### src/rtl/mem_access_unit_pkg.sv
// Shared definitions for the MEM-stage access unit: size codes, FSM states,
// the captured bus request and the lane helpers.
package mem_access_unit_pkg;

    localparam int unsigned XLEN  = 32;
    localparam int unsigned RD_W  = 5;
    localparam int unsigned CNT_W = 8;

    localparam logic [1:0] SZ_BYTE = 2'd0;
    localparam logic [1:0] SZ_HALF = 2'd1;
    localparam logic [1:0] SZ_WORD = 2'd2;
    localparam logic [1:0] SZ_RSVD = 2'd3;

    typedef enum logic {
        ST_IDLE   = 1'b0,
        ST_ACCESS = 1'b1
    } state_t;

    // Everything needed to drive the bus and finish the instruction later
    typedef struct packed {
        logic            we;
        logic [XLEN-3:0] word_addr;
        logic [1:0]      lane;
        logic [1:0]      size;
        logic            is_unsigned;
        logic [RD_W-1:0] rd;
        logic            reg_write;
        logic [XLEN-1:0] wdata;
        logic [3:0]      byte_en;
    } mem_req_t;

    // Lane enables for an aligned access of the given size
    function automatic logic [3:0] lane_enables(input logic [1:0] size, input logic [1:0] lane);
        case (size)
            SZ_BYTE: return 4'b0001 << lane;
            SZ_HALF: return lane[1] ? 4'b1100 : 4'b0011;
            default: return 4'b1111;
        endcase
    endfunction

    // Store data replicated onto every lane it could land in
    function automatic logic [XLEN-1:0] replicate_wdata(input logic [1:0] size, input logic [XLEN-1:0] sd);
        case (size)
            SZ_BYTE: return {4{sd[7:0]}};
            SZ_HALF: return {2{sd[15:0]}};
            default: return sd;
        endcase
    endfunction

endpackage

### src/rtl/mem_access_unit_load_align.sv
// Load aligner: picks the addressed lane out of the read word and extends it.
module mem_access_unit_load_align
    import mem_access_unit_pkg::*;
(
    input  logic [XLEN-1:0] rdata,
    input  logic [1:0]      lane,
    input  logic [1:0]      size,
    input  logic            is_unsigned,
    output logic [XLEN-1:0] value_c
);

    logic [7:0]  byte_sel;
    logic [15:0] half_sel;

    // Lane selection and sign/zero extension
    always_comb begin
        case (lane)
            2'd0:    byte_sel = rdata[7:0];
            2'd1:    byte_sel = rdata[15:8];
            2'd2:    byte_sel = rdata[23:16];
            default: byte_sel = rdata[31:24];
        endcase
        half_sel = lane[1] ? rdata[31:16] : rdata[15:0];
        case (size)
            SZ_BYTE: value_c = {{24{~is_unsigned & byte_sel[7]}}, byte_sel};
            SZ_HALF: value_c = {{16{~is_unsigned & half_sel[15]}}, half_sel};
            default: value_c = rdata;
        endcase
    end

endmodule

### src/rtl/mem_access_unit.sv
// MEM stage: runs one req/ack data-memory transaction per load/store, aligns
// load data and emits a single write-back beat per accepted instruction.
module mem_access_unit
    import mem_access_unit_pkg::*;
#(
    parameter int unsigned TIMEOUT_CYCLES = 255
) (
    input  logic        clock,
    input  logic        reset,
    input  logic        ex_valid,
    output logic        ex_ready,
    input  logic [31:0] alu_result,
    input  logic [31:0] store_data,
    input  logic        mem_read,
    input  logic        mem_write,
    input  logic [1:0]  mem_size,
    input  logic        mem_unsigned,
    input  logic [4:0]  rd_in,
    input  logic        reg_write_in,
    output logic        mem_req,
    output logic        mem_we,
    output logic [31:0] mem_addr,
    output logic [31:0] mem_wdata,
    output logic [3:0]  mem_byte_en,
    input  logic [31:0] mem_rdata,
    input  logic        mem_ack,
    output logic        wb_valid,
    output logic [31:0] wb_data,
    output logic [4:0]  wb_rd,
    output logic        wb_reg_write,
    output logic        misalign,
    output logic        bus_timeout
);

    // Abort fires at the end of the TIMEOUT_CYCLES-th request cycle without ack
    localparam logic [CNT_W-1:0] CNT_LIMIT = CNT_W'(TIMEOUT_CYCLES - 1);

    state_t            state, state_nxt;
    logic [CNT_W-1:0]  cnt, cnt_nxt;
    mem_req_t          req_q, req_nxt;

    logic              wb_valid_nxt, wb_reg_write_nxt, misalign_nxt, bus_timeout_nxt;
    logic [XLEN-1:0]   wb_data_nxt;
    logic [RD_W-1:0]   wb_rd_nxt;

    logic              accept, is_mem, misaligned, illegal, timeout_hit;
    logic [XLEN-1:0]   load_value_c;

    assign accept      = ex_valid && (state == ST_IDLE);
    assign is_mem      = mem_read | mem_write;
    assign illegal     = (mem_read & mem_write) | misaligned;
    assign timeout_hit = !mem_ack && (cnt == CNT_LIMIT);

    assign ex_ready    = (state == ST_IDLE);
    assign mem_req     = (state == ST_ACCESS);
    assign mem_we      = req_q.we;
    assign mem_addr    = {req_q.word_addr, 2'b00};
    assign mem_wdata   = req_q.wdata;
    assign mem_byte_en = req_q.byte_en;

    // Alignment rule per access size; reserved size always faults
    always_comb begin
        case (mem_size)
            SZ_BYTE: misaligned = 1'b0;
            SZ_HALF: misaligned = alu_result[0];
            SZ_WORD: misaligned = |alu_result[1:0];
            default: misaligned = 1'b1;
        endcase
    end

    mem_access_unit_load_align u_load_align (
        .rdata       (mem_rdata),
        .lane        (req_q.lane),
        .size        (req_q.size),
        .is_unsigned (req_q.is_unsigned),
        .value_c     (load_value_c)
    );

    // State register
    always_ff @(posedge clock or posedge reset) begin
        if (reset) state <= ST_IDLE;
        else       state <= state_nxt;
    end

    // Next-state logic
    always_comb begin
        state_nxt = state;
        case (state)
            ST_IDLE:   if (accept && is_mem && !illegal) state_nxt = ST_ACCESS;
            ST_ACCESS: if (mem_ack || timeout_hit)       state_nxt = ST_IDLE;
            default:   state_nxt = ST_IDLE;
        endcase
    end

    // Output / capture logic: next values of the registered outputs
    always_comb begin
        req_nxt          = req_q;
        cnt_nxt          = cnt;
        wb_valid_nxt     = 1'b0;
        misalign_nxt     = 1'b0;
        bus_timeout_nxt  = 1'b0;
        wb_data_nxt      = wb_data;
        wb_rd_nxt        = wb_rd;
        wb_reg_write_nxt = wb_reg_write;
        case (state)
            ST_IDLE: begin
                if (accept) begin
                    if (!is_mem) begin
                        wb_valid_nxt     = 1'b1;
                        wb_data_nxt      = alu_result;
                        wb_rd_nxt        = rd_in;
                        wb_reg_write_nxt = reg_write_in;
                    end else if (illegal) begin
                        wb_valid_nxt     = 1'b1;
                        misalign_nxt     = 1'b1;
                        wb_data_nxt      = '0;
                        wb_rd_nxt        = rd_in;
                        wb_reg_write_nxt = 1'b0;
                    end else begin
                        req_nxt.we          = mem_write;
                        req_nxt.word_addr   = alu_result[31:2];
                        req_nxt.lane        = alu_result[1:0];
                        req_nxt.size        = mem_size;
                        req_nxt.is_unsigned = mem_unsigned;
                        req_nxt.rd          = rd_in;
                        req_nxt.reg_write   = reg_write_in;
                        req_nxt.wdata       = replicate_wdata(mem_size, store_data);
                        req_nxt.byte_en     = lane_enables(mem_size, alu_result[1:0]);
                        cnt_nxt             = '0;
                    end
                end
            end
            ST_ACCESS: begin
                if (mem_ack) begin
                    wb_valid_nxt     = 1'b1;
                    wb_rd_nxt        = req_q.rd;
                    wb_data_nxt      = req_q.we ? '0 : load_value_c;
                    wb_reg_write_nxt = req_q.we ? 1'b0 : req_q.reg_write;
                    cnt_nxt          = '0;
                end else if (timeout_hit) begin
                    wb_valid_nxt     = 1'b1;
                    bus_timeout_nxt  = 1'b1;
                    wb_rd_nxt        = req_q.rd;
                    wb_data_nxt      = '0;
                    wb_reg_write_nxt = 1'b0;
                    cnt_nxt          = '0;
                end else begin
                    cnt_nxt = cnt + CNT_W'(1);
                end
            end
            default: ;
        endcase
    end

    // Registered outputs, captured request and timeout counter
    always_ff @(posedge clock or posedge reset) begin
        if (reset) begin
            req_q        <= '0;
            cnt          <= '0;
            wb_valid     <= 1'b0;
            misalign     <= 1'b0;
            bus_timeout  <= 1'b0;
            wb_data      <= '0;
            wb_rd        <= '0;
            wb_reg_write <= 1'b0;
        end else begin
            req_q        <= req_nxt;
            cnt          <= cnt_nxt;
            wb_valid     <= wb_valid_nxt;
            misalign     <= misalign_nxt;
            bus_timeout  <= bus_timeout_nxt;
            wb_data      <= wb_data_nxt;
            wb_rd        <= wb_rd_nxt;
            wb_reg_write <= wb_reg_write_nxt;
        end
    end

endmodule
### config.mk
export PLATFORM = sky130hd
export DESIGN_NAME = mem_access_unit
export DESIGN_NICKNAME = d
export VERILOG_FILES = /design/src/rtl/mem_access_unit_pkg.sv /design/src/rtl/mem_access_unit_load_align.sv /design/src/rtl/mem_access_unit.sv
export SDC_FILE = /design/constraint.sdc
export NUM_CORES = 1
export LEC_CHECK = 0
export CORE_AREA = 2 2 125 127
export DETAILED_ROUTE_END_ITERATION = 12
export DIE_AREA = 0 0 127 129
export PLACE_DENSITY = 0.8
export SETUP_SLACK_MARGIN = 0.5
export SLEW_MARGIN = 30
export SYNTH_ARGS = -nofsm -noshare
export SYNTH_HDL_FRONTEND = slang
export SYNTH_SLANG_ARGS = --single-unit
### constraint.sdc
create_clock -name clock -period 5.9 [get_ports clock]
set_input_delay 1.18 -clock clock [delete_from_list [all_inputs] [get_ports clock]]
set_output_delay 1.18 -clock clock [all_outputs]
set_load 0.01 [all_outputs]
[Yosys cells after proc, flatten, opt, wreduce, memory -nomap -nowiden]
Cells that the tools add are included.
Storage, ports and cells
  output and inout port bits: 112
  memories kept: 0
  word-level logic and storage cells: 99
  ROM bits: 0
  memory bits (writable): 0
  latch bits: 0
  input bits: 111
  register bits: 128
Cells by class
  add/subtract/negate cells: 1
  bitwise logic cells: 8
  muxes and demuxes: 47
  div/mod/pow operators: 0
  multiply operators: 0
  order comparisons: 0
  reductions and logical operators: 14
  equal/unequal tests: 11
  shifts and indexed selects: 1
Operator list (count)
  $mux W32: 6
  $pmux W32 S2: 3
  $mux W8: 5
  $mux W5: 5
  $pmux W8 S3: 1
  $mux W1: 18
  $mux W16: 1
  $pmux W8 S2: 1
  $pmux W5 S2: 1
  $add A8 B1 Y8 const B: 1
  $eq A8 B8 Y1 const B: 1
  $pmux W4 S2: 1
  $eq A2 B1 Y1 const B: 3
  $logic_not A2 Y1: 3
  $ne A3 B2 Y1 const B: 2
  $pmux W1 S2: 3
  $reduce_and A3 Y1: 2
  $eq A2 B2 Y1 const B: 2
  $logic_and A1 B1 Y1: 4
  $mux W4: 1
  $ne A2 B1 Y1 const B: 2
  $reduce_and A4 Y1: 1
  $shl A1 B2 Y4 const A: 1
  $and A1 B1 Y1: 3
  other kinds (7): 11

[Depth between registers and ports, before layout]
Gate-level depths: netlist of the first run.
  depth after elaboration: 7
  gate-level depth with buffers: 8
  gate-level depth less buffers: 6

[Hierarchy]
Synthesis of the first run repeated with hierarchy kept, for this count alone.
Second synthesis, totals
  cell total of the unflattened synthesis: 672
  area, all modules: 6979.2 um^2
By module, submodules not included
  mem_access_unit: times used 1, area an instance 6133.4 um^2, sequential area each 3203.1 um^2, cells an instance 557
  mem_access_unit_load_align: times used 1, area an instance 845.8 um^2, sequential area each 0.0 um^2, cells an instance 115

[Worst setup path before layout of the first run]
OpenSTA, ideal clock, no wires.
  path kind: in2reg
  from: in alu_result[1]
  to: reg wb_data[3]
  buffers on the path: 2
  required time: 5.775 ns
  cell stages on the path: 6
  slack: 3.370 ns
  arrival time: 2.405 ns
  library setup time: 0.125 ns
  path through: nor3_1 > o21ai_1 > a2bb2oi_2 > buf_6 > buf_6 > mux2_4
On the way
  longest elaborated chain between the ends: 5
RTL lines
  start, declared: line mem_access_unit.sv:12  | input logic [31:0] alu_result,
  $reduce_or A2 Y1: line mem_access_unit.sv:66  | SZ_WORD: misaligned = |alu_result[1:0];
  $pmux W1 S3: line mem_access_unit.sv:63  | case (mem_size)
  $or A1 B1 Y1: line mem_access_unit.sv:51  | assign illegal = (mem_read & mem_write) | misaligned;
  $ne A3 B2 Y1 (no line)
  $reduce_and A3 Y1 (no line)
  end signal, assigned: line mem_access_unit.sv:172  | wb_data <= wb_data_nxt;
  end, declared: line mem_access_unit.sv:28  | output logic [31:0] wb_data,
Every way passes these cells.
A chain may end at the register's enable or synchronous reset.

[Worst setup path after layout of the first run]
  from: in mem_size[0]
  to: reg wb_data[27]
On the way
  longest elaborated chain between the ends: 5
  elaborated cells between the ends (all ways): 7
  classes of those cells: 3 x eq/ne; 1 x mux; 1 x bitwise; 2 x reduce/logical
RTL lines
  start, declared: line mem_access_unit.sv:16  | input logic [1:0] mem_size,
  $eq A2 B2 Y1 (tied with other cells): line mem_access_unit.sv:63
  $pmux W1 S3 (*): line mem_access_unit.sv:63
  $or A1 B1 Y1 (*): line mem_access_unit.sv:51
  $ne A3 B2 Y1 (no line) (*)
  $reduce_and A3 Y1 (no line) (*)
Mark *: on every way between the ends. The rest lies on a longest branch, timed or not.

==> results of run 1 <==
## per-layer routing
metal  GRT usage (%)  share of wire, %  wire (um)  up-vias
met1            28.1                40       7590     2742
li1                -                 -          -     2524
met2            41.0                49       9440      222
met5               0                 0          0        -
met4            7.11               1.8        349        0
met3            8.48               9.1       1740       25
## final cells by class
cell class	instances	area, sq um	area share (%)
flip-flops and latches	128	3200	33.8
multi-input cells	385	2960	31.3
repair buffers	228	2300	24.3
clock buffers	22	484	5.11
well taps	188	235	2.48
clock inverters	10	180	1.90
inverters	25	98.8	1.04
## how the worst min path moves through the flow
stage               cells past startpoint      startpoint              to
finish                                  2  mem_byte_en[0]  mem_byte_en[0]
global placement                        2   mem_wdata[10]   mem_wdata[10]
CTS                                     2   mem_wdata[24]   mem_wdata[24]
floorplan                               1          cnt[7]          cnt[7]
detailed placement                      2   mem_wdata[13]   mem_wdata[13]
global route                            1     wb_data[26]     wb_data[26]
## placed cells by master (no fill, tap or decap), types with 2 or more instances in the layout
cell type | netlist | layout
a221oi_1 | 7 | 7
conb_1 | 1 | 2
mux2_2 | 81 | 81
a21o_1 | 2 | 2
dfrtp_1 | 128 | 128
a21oi_1 | 17 | 17
o21ai_1 | 3 | 3
bufinv_16 | 0 | 5
clkinv_2 | 0 | 3
ha_1 | 2 | 2
o21ai_0 | 43 | 43
a22oi_1 | 16 | 16
clkdlybuf4s50_1 | 0 | 220
a21oi_2 | 3 | 3
mux2i_1 | 33 | 33
nand3b_1 | 7 | 7
mux2_1 | 4 | 4
clkinvlp_4 | 0 | 2
inv_1 | 25 | 24
nand2b_1 | 3 | 3
a41oi_1 | 2 | 2
nor2_1 | 23 | 23
buf_4 | 74 | 5
o211ai_1 | 24 | 24
nand2_1 | 48 | 48
a22o_1 | 7 | 7
a32o_1 | 8 | 8
nand3_1 | 5 | 5
clkbuf_16 | 0 | 17
or2_2 | 3 | 3
nor2b_1 | 12 | 12
a32oi_1 | 6 | 6
clkbuf_8 | 0 | 4
a31oi_1 | 3 | 3
## metrics by stage
step           cells  total power [mW]  utilization (%)
6_report         986              3.57             63.2
3_5_place_dp     952              2.40             58.5
4_1_cts          984              3.59             62.9
5_1_grt          986              3.76             63.2
3_3_place_gp     952              2.36             58.5
2_1_floorplan    645              1.98                -
## state kept, by name, summed over array words and instances (netlist names)
| signal | flops |
|---|---|
| wb_rd | 5 |
| mem_req | 1 |
| cnt | 8 |
| mem_addr | 30 |
| req_q | 11 |
| wb_valid | 1 |
| wb_data | 32 |
| wb_reg_write | 1 |
| mem_we | 1 |
| bus_timeout | 1 |
| mem_byte_en | 4 |
| misalign | 1 |
| mem_wdata | 32 |
## worst register-to-register path, delay by kind of cell, from the launching register on
| kind | cells | cell delay [ns] |
|---|---|---|
| compound gates | 1 | 0.36 |
| flops | 1 | 0.69 |
| mux | 1 | 0.19 |
| simple gates | 2 | 1.32 |
## cells in the mapped netlist (2+ instances only)
master	n	area share [%]
o21ai_1	3	0.22
a32o_1	8	1.2
a41oi_1	2	0.25
buf_2	15	1.1
a21oi_2	3	0.38
a31oi_1	3	0.27
a22oi_1	16	1.7
a21o_1	2	0.22
inv_1	25	1.4
nor2_1	23	1.2
mux2i_1	33	4.8
buf_4	74	8.0
nand2b_1	3	0.27
buf_1	3	0.16
nor2b_1	12	1.1
dfrtp_1	128	46
nand3b_1	7	0.76
nand2_1	48	2.6
buf_6	2	0.32
mux2_2	81	13
a32oi_1	6	0.76
mux2_1	4	0.65
o21ai_0	43	3.1
nand3_1	5	0.36
o211ai_1	24	2.6
a22o_1	7	0.88
a221oi_1	7	0.88
or2_2	3	0.27
ha_1	2	0.36
clkbuf_1	13	0.70
a21oi_1	17	1.2
## cells by family (layout without fill, tap and decap cells)
family	count (synthesis)	in the layout	share of synthesized area (%)
compound gates	149	149	14.8
xor+xnor	1	1	0.126
flops	128	128	46.1
other cells	1	2	0.0540
mux	120	120	19.1
simple gates	111	111	7.84
buf+inv	132	285	11.6
fa+ha+maj	2	2	0.360
## power breakdown
| part | internal, mW | switching, mW |
|---|---|---|
| sequential | 1.10 | 0.174 |
| clock | 0.793 | 0.388 |
| combinational | 0.653 | 0.463 |
==> flow_summary.json, run 1 <==
{
  "clock-root-buffer": "clkbuf_16",
  "arrival_ns": 3.94,
  "synth_edf_count": 0,
  "placed_area_sq_um": 8760,
  "start_util_pct": 46.4,
  "slew_violations": 0,
  "synth_flop_cell": "dfrtp_1",
  "io_pins": 223,
  "place_congestion": 0.843,
  "synth-seq-cells": 128,
  "die_w_um": 127,
  "clk_pin_slew_ns": 0.06,
  "vdd_ir_drop_max_v": 0.000216,
  "postRouteAntennaNets": 0,
  "area_growth_pct": 36.3,
  "worst_pin_slew_ns": 0.942,
  "regToRegStartpoint": "mem_req",
  "synthArstFlopShare_pct": 100,
  "seq_area_frac_synth_pct": 46.1,
  "cp.depth": 6,
  "dp_hpwl_um": 13800,
  "layout-drive-gt1-share_pct": 17.0,
  "critPathMaxFanout": 19,
  "min_period_ns": 3.65,
  "rr_worst_depth": 4,
  "path_buf_inv": 2,
  "yosysWarnings": 0,
  "setup_ws_ns": 2.25,
  "drtPass1Iterations": 4,
  "crit_family": "buffers and inverters",
  "core_area_sq_um": 15000,
  "endpoint": "wb_data[27]",
  "cts-buffers-inserted": 17,
  "cts_tree": "built",
  "cap_violations": 0,
  "drt_iter0_drc": 577,
  "post-route-period-util_pct": 61.9,
  "path_cells": "clkdlybuf4s50_1, nor3_1, o21ai_1, a2bb2oi_4, buf_16, mux2_1",
  "hp-class": "flop to flop",
  "viasPerCell": 5.59,
  "cp.required_ns": 6.19,
  "hold_viol": 0,
  "io_buffers": 220,
  "die_area_sq_um": 16400,
  "antenna_found_initial": 0,
  "power_density_nw_per_um2": 377,
  "pre_cts_slack_ns": 1.63,
  "antennaDiodeCount": 0,
  "fmax_mhz": 274,
  "syn_inst": 644,
  "slew_headroom_pct": 37.0,
  "setup_tns_ns": 0,
  "routedWlPerCell_um": 19.4,
  "cts_max_level": 4,
  "grt_pass1_wl_um": 30100,
  "grt_use_total_pct": 23.8,
  "final_area_sq_um": 9470,
  "cts.sinks": 128,
  "grt_pass1_vias": 5553,
  "vias": 5513,
  "drc": 0,
  "overflow": 0,
  "r2r_setup_slack_ns": 3.28,
  "grt_max_degree": 69,
  "die_h_um": 129,
  "routed_wl_um": 19100,
  "nets": 898,
  "rsz0062_at_grt": "false",
  "rows": 45,
  "postCtsSetupBuffers": 0,
  "insertion_delay_ns": 0.42,
  "synth.avg_cell_area_sq_um": 10.8,
  "yosysUniqueCellTypes": 53,
  "r2r_end": "wb_data[16]",
  "cts_resized": 0,
  "cellLeakagePower_nw": 4.03,
  "setup_violations": 0,
  "clk_path_buf_depth": 2,
  "fillerInstances": 1169,
  "synth_area_sq_um": 6940,
  "cp-end-kind": "flop",
  "status": "complete, no violations",
  "skew_ns": 0.00606,
  "cp-startpoint": "mem_size[0]",
  "worstSetupPathType": "primary input to flop",
  "cpPeakStageDelay_ns": 0.79,
  "whs_ns": 0.483,
  "worstSetupStartpointType": "primary input",
  "cts_hold_buf": 0,
  "cpMaxStageDelayCell": "clkdlybuf4s50_1"
}
No activity file was read; power rests on OpenSTA's default activity.
==> inputs of run 2 (changes only) <==
Settings changed: CORE_AREA 2 2 125 127 to 2 2 132 134, DIE_AREA 0 0 127 129 to 0 0 134 136, PLACE_DENSITY 0.8 to 0.76.
Clock period 5.9 ns to 2.95 ns, I/O delays scaled along.
==> flow_summary.json, run 2 (synthesis results as in run 1) <==
{
  "status": "complete, no violations",
  "antenna_found_initial": 0,
  "postRouteAntennaNets": 0,
  "io_buffers": 220,
  "die_area_sq_um": 18200,
  "setup_ws_ns": 0.634,
  "grt_pass1_wl_um": 30000,
  "cts.sinks": 128,
  "hp-class": "flop to flop",
  "grt_max_degree": 129,
  "setup_tns_ns": 0,
  "layout_commonest_cell": "clkdlybuf4s50_1",
  "final_util_pct": 56.5,
  "io_pins": 223,
  "skew_ns": 0.00844,
  "clkPwrFrac_pct": 30.3,
  "routed_wl_um": 19300,
  "worstSetupPathType": "flop to primary output",
  "start_util_pct": 41.1,
  "cts-buffers-inserted": 17,
  "core_area_sq_um": 16900,
  "die_w_um": 134,
  "dp_hpwl_um": 13900,
  "vdd_ir_drop_max_v": 0.000412,
  "min_period_ns": 2.32,
  "power_frac_comb_pct": 33.1,
  "overflow": 0,
  "postCtsSetupBuffers": 0,
  "placed_area_sq_um": 8950,
  "clk_path_buf_depth": 2,
  "rr_worst_depth": 7,
  "arrival_ns": 1.73,
  "critPathMaxFanout": 13,
  "routedWlPerCell_um": 18.7,
  "holdPathEnd": "mem_wdata[20]",
  "drtPass1Iterations": 5,
  "cts_max_level": 4,
  "rows": 48,
  "cp-end-kind": "primary output",
  "final_area_sq_um": 9530,
  "r2r_end": "wb_data[17]",
  "rsz0062_at_grt": "false",
  "pre_cts_slack_ns": 0.279,
  "drc": 0,
  "cts_tree": "built",
  "r2r_setup_slack_ns": 0.79,
  "insertion_delay_ns": 0.42,
  "cellLeakagePower_nw": 4.05,
  "viasPerCell": 5.31,
  "hold_viol": 0,
  "fmax_mhz": 432,
  "clock-root-buffer": "clkbuf_16",
  "antennaDiodeCount": 0,
  "post-route-period-util_pct": 78.5,
  "nets": 908,
  "grt_pass1_vias": 5489,
  "intPower_mw": 4.87,
  "power_density_nw_per_um2": 724,
  "area_growth_pct": 37.3,
  "drt_iter0_drc": 350,
  "hp-start": "mem_wdata[20]",
  "die_h_um": 136,
  "cp.required_ns": 2.36,
  "worstSetupStartpointType": "flop",
  "cap_violations": 0,
  "mostFrequentLayoutCells": "clkdlybuf4s50_1, dfrtp_1, mux2_2, nand2_1, o21ai_0",
  "seqPwrFrac_pct": 36.6,
  "clk_pin_slew_ns": 0.06,
  "hold_path_depth": 2,
  "whs_ns": 0.474,
  "switching_share_pct": 29.3,
  "place_congestion": 0.806,
  "slew_headroom_pct": 44.4,
  "worst_pin_slew_ns": 0.834,
  "regToRegStartpoint": "cnt[0]",
  "grt_use_total_pct": 21.6,
  "setup_violations": 0,
  "slew_violations": 0,
  "vias": 5477,
  "layout-drive-gt1-share_pct": 18.0,
  "switchingPower_mw": 2.02
}
==> run 2: cell count changes in the layout (fill, tap and decap cells not counted), sizes merged <==
cell	before	now
buf	8	18
bufinv	5	2
clkbuf	22	24
clkinv	3	4
clkinvlp	2	1
inv	25	24
==> run 2: worst max-delay path by stage <==
| stage | start | end | slack [ns] | cells after the start |
|---|---|---|---|---|
| after floorplan | reset | bus_timeout | 0.78 | 1 |
| after detailed placement | alu_result[1] | wb_data[17] | 0.28 | 6 |
| after global placement | alu_result[1] | wb_data[23] | 0.36 | 6 |
| after global routing | mem_req | ex_ready | 0.58 | 2 |
| final | mem_req | ex_ready | 0.63 | 2 |
| after CTS | mem_req | ex_ready | 0.60 | 2 |
==> run 2: power groups by stage <==
stage	combinational (mW)	clock, mW	sequential [mW]
after floorplan	1.47	0	2.48
after global placement	2.27	0	2.53
after detailed placement	2.29	0	2.55
after CTS	2.31	2.14	2.53
after global routing	2.45	2.23	2.59
final	2.28	2.09	2.53
==> run 2: worst max-delay path: stages (launching register included) <==
cell	delay, ns
dfrtp_2	0.53
inv_1	0.20
clkdlybuf4s50_1	0.57
==> run 2: cell type report <==
type | instances | area, sq um
fillers | 1449 | 7340
flip-flops and latches | 128 | 3200
multi-input cells | 385 | 2970
repair buffers | 238 | 2400
clock buffers | 24 | 502
well taps | 225 | 282
inverters | 25 | 97.6
clock inverters | 6 | 80.1
==> run 2: through the flow <==
stage | total power, mW | std cells
final | 6.90 | 1031
after global routing | 7.27 | 1031
after CTS | 6.97 | 1031
after detailed placement | 4.84 | 1001
after global placement | 4.79 | 1001
after floorplan | 3.96 | 645
==> run 2: repair_timing <==
item / CTS / global route
hold buffers: 0 / 0
resized for setup: 1 / 0
setup endpoints to repair: 1 / 0
==> run 2: routing by layer <==
| metal | global-route usage [%] | wire length (um) | vias up |
|---|---|---|---|
| met3 | 7.94 | 1760 | 26 |
| met5 | 0 | 0 | - |
| met2 | 34.7 | 9020 | 244 |
| met1 | 26.9 | 8110 | 2657 |
| met4 | 7.62 | 438 | 0 |
| li1 | - | - | 2550 |
==> inputs of run 3 (changes only) <==
Settings changed: CORE_AREA 2 2 132 134 to 2 2 125 127, DIE_AREA 0 0 134 136 to 0 0 127 129, PLACE_DENSITY 0.76 to 0.8.
Clock period 2.95 ns to 2.3 ns, I/O delays scaled along.
==> flow_summary.json, run 3 (synthesis results as in run 1) <==
{
  "cts_tree": "built",
  "die_h_um": 129,
  "use_met2_pct": 45.1,
  "vdd_ir_drop_max_v": 0.000553,
  "routed_wl_um": 21800,
  "critPathMaxFanout": 7,
  "fillerInstances": 1050,
  "cts-buffers-inserted": 17,
  "setup_violations": 0,
  "skew_ns": 0.00565,
  "r2r_end": "wb_data[17]",
  "slew_violations": 0,
  "insertion_delay_ns": 0.42,
  "rows": 45,
  "nets": 949,
  "routedWlPerCell_um": 21.0,
  "dp_hpwl_um": 14400,
  "place_congestion": 0.871,
  "hold_path_depth": 2,
  "worstSetupPathType": "flop to flop",
  "whs_ns": 0.473,
  "cp-startpoint": "cnt[0]",
  "io_buffers": 220,
  "endpoint": "wb_data[17]",
  "placed_area_sq_um": 9040,
  "worst_pin_slew_ns": 0.591,
  "rr_worst_depth": 8,
  "die_w_um": 127,
  "regToRegStartpoint": "cnt[0]",
  "grt_use_total_pct": 25.8,
  "cellLeakagePower_nw": 5.29,
  "area_growth_pct": 47.9,
  "cts.sinks": 128,
  "status": "complete, no violations",
  "hold_viol": 0,
  "power_density_nw_per_um2": 884,
  "grt_pass1_wl_um": 32800,
  "antenna_found_initial": 1,
  "start_util_pct": 46.4,
  "cts_hold_buf": 0,
  "cp-end-kind": "flop",
  "overflow": 0,
  "layout-drive-gt1-share_pct": 25.1,
  "grt_use_met3_pct": 7.19,
  "grt_max_degree": 101,
  "clk_pin_slew_ns": 0.06,
  "mostFrequentLayoutCells": "dfrtp_1, clkdlybuf4s50_1, dlymetal6s2s_1, mux2_2, nand2_1",
  "post-route-period-util_pct": 79.4,
  "layout_commonest_cell": "dfrtp_1",
  "viasPerCell": 5.70,
  "drt_iter0_drc": 450,
  "final_util_pct": 68.6,
  "worstSetupStartpointType": "flop",
  "fmax_mhz": 547,
  "cap_violations": 0,
  "arrival_ns": 2.13,
  "io_pins": 223,
  "postRouteAntennaNets": 0,
  "rsz0062_at_grt": "true",
  "cp.required_ns": 2.60,
  "r2r_setup_slack_ns": 0.47,
  "slew_headroom_pct": 60.6,
  "cts_max_level": 4,
  "clock-root-buffer": "clkbuf_16",
  "final_area_sq_um": 10300,
  "hp-class": "flop to flop",
  "vias": 5918,
  "min_period_ns": 1.83,
  "drtPass1Iterations": 5,
  "top_usage_layer": "met2",
  "grt_use_met1_pct": 30.5,
  "core_area_sq_um": 15000,
  "grt_pass1_vias": 6170,
  "drc": 0,
  "die_area_sq_um": 16400,
  "clk_path_buf_depth": 2
}
run 3: routing by layer:
metal | vias to the layer above | routed length (um)
li1 | 2635 | -
met1 | 2935 | 8360
met2 | 299 | 11000
met3 | 49 | 1870
met4 | 0 | 585
met5 | - | 0
run 3: per-stage QoR:
stage | instances | power (mW) | setup slack [ns] | TNS (ns)
finish | 1038 | 9.08 | 0.473 | 0
global route | 1038 | 9.50 | 0.449 | 0
CTS | 1028 | 9.02 | 0.448 | 0
detailed placement | 980 | 6.27 | -0.0407 | -0.0995
global placement | 980 | 6.16 | 0.0143 | 0
floorplan | 645 | 5.08 | 0.259 | 0
run 3: where the power goes:
part           switching [mW]  total (mW)  internal, mW
clock                    1.04        2.65          1.62
sequential              0.399        3.24          2.84
combinational            1.42        3.19          1.77
total                    2.86        9.08          6.22
run 3: what timing repair did:
action,in CTS,in global routing
cloned,4,2
pin swaps,3,8
gates resized for setup,79,90
endpoints found under the setup margin,123,114
setup buffers,12,7
run 3: layout make-up:
class | count | area [sq um] | area share (%)
Clock inverter | 14 | 143 | 1.39
Sequential cell | 128 | 3210 | 31.3
Clock buffer | 18 | 439 | 4.28
Multi-Input combinational cell | 386 | 3190 | 31.1
Tap cell | 188 | 235 | 2.29
Antenna cell | 1 | 2.50 | 0.0244
Timing Repair Buffer | 278 | 2950 | 28.7
Inverter | 25 | 97.6 | 0.950
run 3: worst min path at each step:
stage | startpoint | slack (ns) | end
after floorplan | mem_byte_en[0] | 0.45 | mem_byte_en[0]
after global placement | mem_wdata[29] | 0.46 | mem_wdata[29]
after detailed placement | mem_wdata[14] | 0.47 | mem_wdata[14]
after CTS | mem_wdata[14] | 0.48 | mem_wdata[14]
after global routing | mem_wdata[14] | 0.50 | mem_wdata[14]
final | mem_wdata[29] | 0.47 | mem_wdata[29]
run 3: worst max-delay path: stages, from the launching register on:
cell and delay (ns):
dfrtp_1 0.36, inv_2 0.06, ha_4 0.15, and3_4 0.18, a21oi_4 0.14, a2bb2oi_4 0.19
buf_6 0.17, buf_12 0.15, mux2_4 0.31
==> patch 1 (config.mk and constraints of run 2) <==
Put one more register stage on the output `bus_timeout`, cleared by the reset. The value now appears one clock later. The other outputs are not delayed to match.
--- a/src/rtl/mem_access_unit.sv
+++ b/src/rtl/mem_access_unit.sv
@@ -34,6 +34,8 @@
 
     // Abort fires at the end of the TIMEOUT_CYCLES-th request cycle without ack
     localparam logic [CNT_W-1:0] CNT_LIMIT = CNT_W'(TIMEOUT_CYCLES - 1);
+
+    logic bus_timeout_s0;
 
     state_t            state, state_nxt;
     logic [CNT_W-1:0]  cnt, cnt_nxt;
@@ -159,7 +161,7 @@
             cnt          <= '0;
             wb_valid     <= 1'b0;
             misalign     <= 1'b0;
-            bus_timeout  <= 1'b0;
+            bus_timeout_s0 <= 1'b0;
             wb_data      <= '0;
             wb_rd        <= '0;
             wb_reg_write <= 1'b0;
@@ -168,11 +170,19 @@
             cnt          <= cnt_nxt;
             wb_valid     <= wb_valid_nxt;
             misalign     <= misalign_nxt;
-            bus_timeout  <= bus_timeout_nxt;
+            bus_timeout_s0 <= bus_timeout_nxt;
             wb_data      <= wb_data_nxt;
             wb_rd        <= wb_rd_nxt;
             wb_reg_write <= wb_reg_write_nxt;
         end
     end
 
+    always_ff @(posedge clock or posedge reset) begin
+        if (reset) begin
+            bus_timeout <= '0;
+        end else begin
+            bus_timeout <= bus_timeout_s0;
+        end
+    end
+
 endmodule
Check against the original RTL: not settled (the Yosys comparison gave no result); the edit may change what the design does.
==> patch 1 against run 2 <==
- global-route usage hardly changed
- power up 1.8%
- clock skew down 2.8 ps
- area after synthesis up 0.36%
- via count fell by 0.75%
- design area up 0.67%
- register-to-register slack better by 30 ps
- setup slack improved by 28 ps
- die area unchanged
- non-clock buffer count did not move
- routed wire length is essentially flat
- critical endpoint unchanged
- sequential cell count grew 1
- count of clock-buffer cells in the layout down 7
==> patch 1: results <==
metrics = {
    "run_status": {
        "status": "finished clean",
    },
    "setup_path": {
        "ff2ff_path_depth": 7,
        "r2r_start": "cnt[0]$_DFFE_PP0P_",
        "cpPeakStageDelay_ps": 560,
        "timing.rr.end": "wb_data[16]$_DFFE_PP0P_",
        "ff2ff_setup_slack_ps": 820,
    },
    "logic_synthesis": {
        "synth_compound_area_share_pct": 14.7,
        "synth-xor-area-share_pct": 0.126,
        "synthAdderAreaFrac_pct": 0.359,
        "netlist_top_cells_area": "dfrtp_1, mux2_2, buf_4",
        "ys_seq_area_share_pct": 46.3,
        "synthTopCellsByCount": "dfrtp_1, mux2_2, buf_4, nand2_1, o21ai_0",
        "synthMuxAreaShare_pct": 19.0,
        "synth_cell_types": 53,
    },
    "worst_hold_path": {
        "hold_class": "reg2reg",
        "holdPathStages": 0,
        "holdCritStartpoint": "bus_timeout_s0$_DFF_PP0_",
        "min_to": "bus_timeout$_DFF_PP0_",
    },
    "sta": {
        "fin_skew_ps": 5.66,
        "worst-slew-pin-transition_ps": 830,
    },
    "grt": {
        "grt_pass1_vias": 5447,
        "grt.total_usage_pct": 21.6,
        "grt_start_max_net_pins": 68,
        "grt_pass1_wl_mm": 30.0,
    },
    "placement": {
        "gp_congestion": 0.809,
        "postPlaceCellArea_sq_um": 8980,
        "dp_hpwl_mm": 13.8,
        "pre_cts_slack_ps": 328,
    },
    "routing": {
        "routed_wl_mm": 19.3,
        "drt_first_pass_iters": 5,
        "drtIter0Drc": 359,
        "post_drt_via_cell_ratio": 5.26,
    },
    "power_and_ir_drop": {
        "leakage_nw": 4.06,
        "peakVddDrop_mv": 0.409,
    },
    "cts": {
        "numCtsBuffers": 17,
        "cts_buffer_depth": 2,
        "cts-root-buf": "clkbuf_16",
    },
    "final_layout": {
        "num-nets-final": 909,
        "drive_gt1_share_pct": 18.4,
    },
}
==> patch 1: cell types whose count changed after synthesis <==
cell / delta
dfrtp_1: +1
==> patch 1: metrics by stage <==
stage	std cells	utilization (%)	hold WS, ps
finish	1034	56.9	352
global route	1034	56.9	364
CTS	1034	56.8	351
detailed placement	1002	53.2	342
global placement	1002	53.2	334
floorplan	646	-	331
==> patch 1: timing repair <==
item | 4_1_cts | 5_1_grt
setup endpoints to repair | 1 | 0
gates resized for setup | 1 | 0
setup buffers | 0 | 0
==> patch 1: per-layer routing <==
metal  vias to the layer above  GRT usage (%)  share of wire [%]
met5                         -              0                  0
li1                       2549              -                  -
met3                        30           7.38                8.9
met2                       227           34.7                 46
met4                         0           7.03                2.0
met1                      2630           27.5                 43
==> patch 1: where the power goes <==
group	internal [W]	switching, W	leakage [nW]
registers	0.00222	0.000323	1.62
logic	0.00133	0.000949	2.15
clock network	0.00134	0.000870	0.287
==> patch 1: how the worst max path moves through the flow <==
stage                                         end               from  slack [ps]  cells after the start
after floorplan             bus_timeout$_DFF_PP0_              reset         760                      1
after global placement    wb_data[29]$_DFFE_PP0P_            mem_ack         340                      5
after detailed placement  wb_data[20]$_DFFE_PP0P_            mem_ack         330                      5
after CTS                                ex_ready  mem_req$_DFF_PP0_         610                      2
after global routing                     ex_ready  mem_req$_DFF_PP0_         590                      2
final                                    ex_ready  mem_req$_DFF_PP0_         660                      2
==> patch 1: cell type report <==
type | count | area [sq um]
fillers | 1436 | 7280
flip-flops and latches | 129 | 3230
multi-input cells | 385 | 2970
repair buffers | 238 | 2410
clock buffers | 17 | 425
well taps | 225 | 282
clock inverters | 15 | 183
inverters | 25 | 97.6
==> patch 1: cells by family (layout without fill, tap and decap cells) <==
kind of cell / after synthesis / in the layout
other: 1 / 2
AO/OA/AOI/OAI: 149 / 149
AND/OR/NAND/NOR: 111 / 111
buffers and inverters: 132 / 295
adder cells (fa/ha/maj): 2 / 2
flip-flops: 129 / 129
XOR/XNOR: 1 / 1
multiplexers: 120 / 120
==> patch 2 (config.mk and constraints of run 2) <==
Without the edit above. Set the package constant `CNT_W` to 9 (it was 8).
--- a/src/rtl/mem_access_unit_pkg.sv
+++ b/src/rtl/mem_access_unit_pkg.sv
@@ -4,7 +4,7 @@
 
     localparam int unsigned XLEN  = 32;
     localparam int unsigned RD_W  = 5;
-    localparam int unsigned CNT_W = 8;
+    localparam int unsigned CNT_W = 9;
 
     localparam logic [1:0] SZ_BYTE = 2'd0;
     localparam logic [1:0] SZ_HALF = 2'd1;
Function: not settled (the Yosys comparison gave no result); the edit may change what the design does.
==> patch 2 against run 2 <==
- global-route usage decreased by 0.15 points
- design area rose by 1.0%
- sequential cell count grew 1
- area after synthesis increased by 1.2%
- count of clock-buffer cells in the layout down 4
- worst hold slack barely moved
- cell count increased by 1.3%
- largest power group unchanged
- critical path depth unchanged
- die area unchanged
- routed wire length decreased by 1.1%
- power grew 1.2%
- setup slack better by 62 ps
==> patch 2: results <==
metrics = {
    "run_status": {
        "status": "finished clean",
    },
    "logic_synthesis": {
        "ys_async_sr_fraction_pct": 100,
        "ys_seq_area_share_pct": 45.9,
        "netlist_top_cells_area": "dfrtp_1, mux2_2, buf_4",
        "synth_cell_types": 50,
        "synthTopCellsByCount": "dfrtp_1, mux2_2, buf_4, nand2_1, o21ai_0",
        "yosysWarnings": 0,
    },
    "cts": {
        "cts.clk_slew.worst_paths_ps": 60,
        "cts_buffer_depth": 2,
        "numCtsBuffers": 17,
        "post_cts_buffers": 0,
        "cts_resized": 1,
        "insertion_delay_ps": 420,
        "h-tree-depth": 4,
        "cts-root-buf": "clkbuf_16",
    },
    "power_and_ir_drop": {
        "leakage_nw": 4.08,
        "peakVddDrop_mv": 0.446,
    },
    "worst_hold_path": {
        "hold_class": "reg2reg",
    },
    "placement": {
        "gp_congestion": 0.821,
        "port_buffers": 220,
        "dp_hpwl_mm": 13.9,
    },
    "setup_path": {
        "r2r_start": "req_q[44]$_DFFE_PP0P_",
        "timing.rr.end": "wb_data[30]$_DFFE_PP0P_",
        "crit_path_start_kind": "flop",
        "crit_start": "mem_req$_DFF_PP0_",
        "endpoint": "ex_ready",
        "arrival_ps": 1660,
        "ff2ff_setup_slack_ps": 830,
        "cp_max_fo": 15,
        "ff2ff_path_depth": 4,
    },
    "final_layout": {
        "num-nets-final": 920,
        "drive_gt1_share_pct": 16.7,
        "n_antenna_cell": 0,
    },
    "routing": {
        "drt_first_pass_iters": 4,
        "wl_per_cell_microns": 18.3,
        "drtIter0Drc": 311,
        "post_drt_via_cell_ratio": 5.21,
    },
    "grt": {
        "antenna_found_initial": 1,
        "grt_pass1_vias": 5554,
        "grt.total_usage_pct": 21.5,
        "grt_start_max_net_pins": 94,
        "grt_pass1_wl_mm": 30.2,
    },
    "sta": {
        "worst-slew-pin-transition_ps": 742,
        "fin_skew_ps": 12.7,
    },
}
-- patch 2: worst min-delay path by stage --
stage	from	endpoint	slack, ps	cells after the start
2_1_floorplan	mem_byte_en[0]$_DFFE_PP0P_	mem_byte_en[0]$_DFFE_PP0P_	450	2
3_3_place_gp	mem_wdata[27]$_DFFE_PP0P_	mem_wdata[27]$_DFFE_PP0P_	460	2
3_5_place_dp	mem_wdata[23]$_DFFE_PP0P_	mem_wdata[23]$_DFFE_PP0P_	470	2
4_1_cts	mem_wdata[23]$_DFFE_PP0P_	mem_wdata[23]$_DFFE_PP0P_	480	2
5_1_grt	wb_data[11]$_DFFE_PP0P_	wb_data[11]$_DFFE_PP0P_	500	1
6_report	mem_wdata[9]$_DFFE_PP0P_	mem_wdata[9]$_DFFE_PP0P_	470	2
-- patch 2: logic make-up (layout without fill, tap and decap cells) --
group                      after synthesis  after routing  synth area share, %
AOI/OAI and AO/OA                      143            143                 13.9
buffers and inverters                  130            292                 11.2
adders and majority gates                2              2                0.356
muxes                                  119            119                 18.7
other                                    1              2               0.0534
DFF                                    129            129                 45.9
and+or+nand+nor                        131            131                 9.81
xor gates and xnor gates                 1              1                0.125
-- patch 2: report_power, final --
group	leakage, nW	switching [W]	internal [W]
clock	0.287	0.000765	0.00136
sequential	1.62	0.000329	0.00223
combinational	2.17	0.000955	0.00134
-- patch 2: critical path: stages, from the launching register on --
cell	delay (ps)
dfrtp_2	550
inv_1	160
clkdlybuf4s50_1	540
-- patch 2: per-layer routing --
metal | vias up | global-route usage [%] | part of all wire [%]
met5 | - | 0 | 0.084
met4 | 2 | 8.87 | 2.4
met3 | 36 | 6.94 | 7.9
met2 | 205 | 34.5 | 48
met1 | 2616 | 26.8 | 42
li1 | 2578 | - | -
-- patch 2: metrics by stage --
step / util (%) / instances / setup WS [ps] / instance area [sq um]
global placement: 53.5 / 1013 / 332 / 9030
finish: 57.0 / 1044 / 696 / 9630
global route: 57.0 / 1044 / 603 / 9630
floorplan: - / 657 / 765 / 7040
detailed placement: 53.5 / 1013 / 325 / 9030
CTS: 57.0 / 1044 / 651 / 9630
-- patch 2: cell type report --
class | instances | area, sq um
multi-input cells | 398 | 3030
clock inverters | 11 | 138
fillers | 1435 | 7250
repair buffers | 238 | 2400
flip-flops and latches | 129 | 3230
clock buffers | 20 | 457
inverters | 23 | 90.1
well taps | 225 | 282
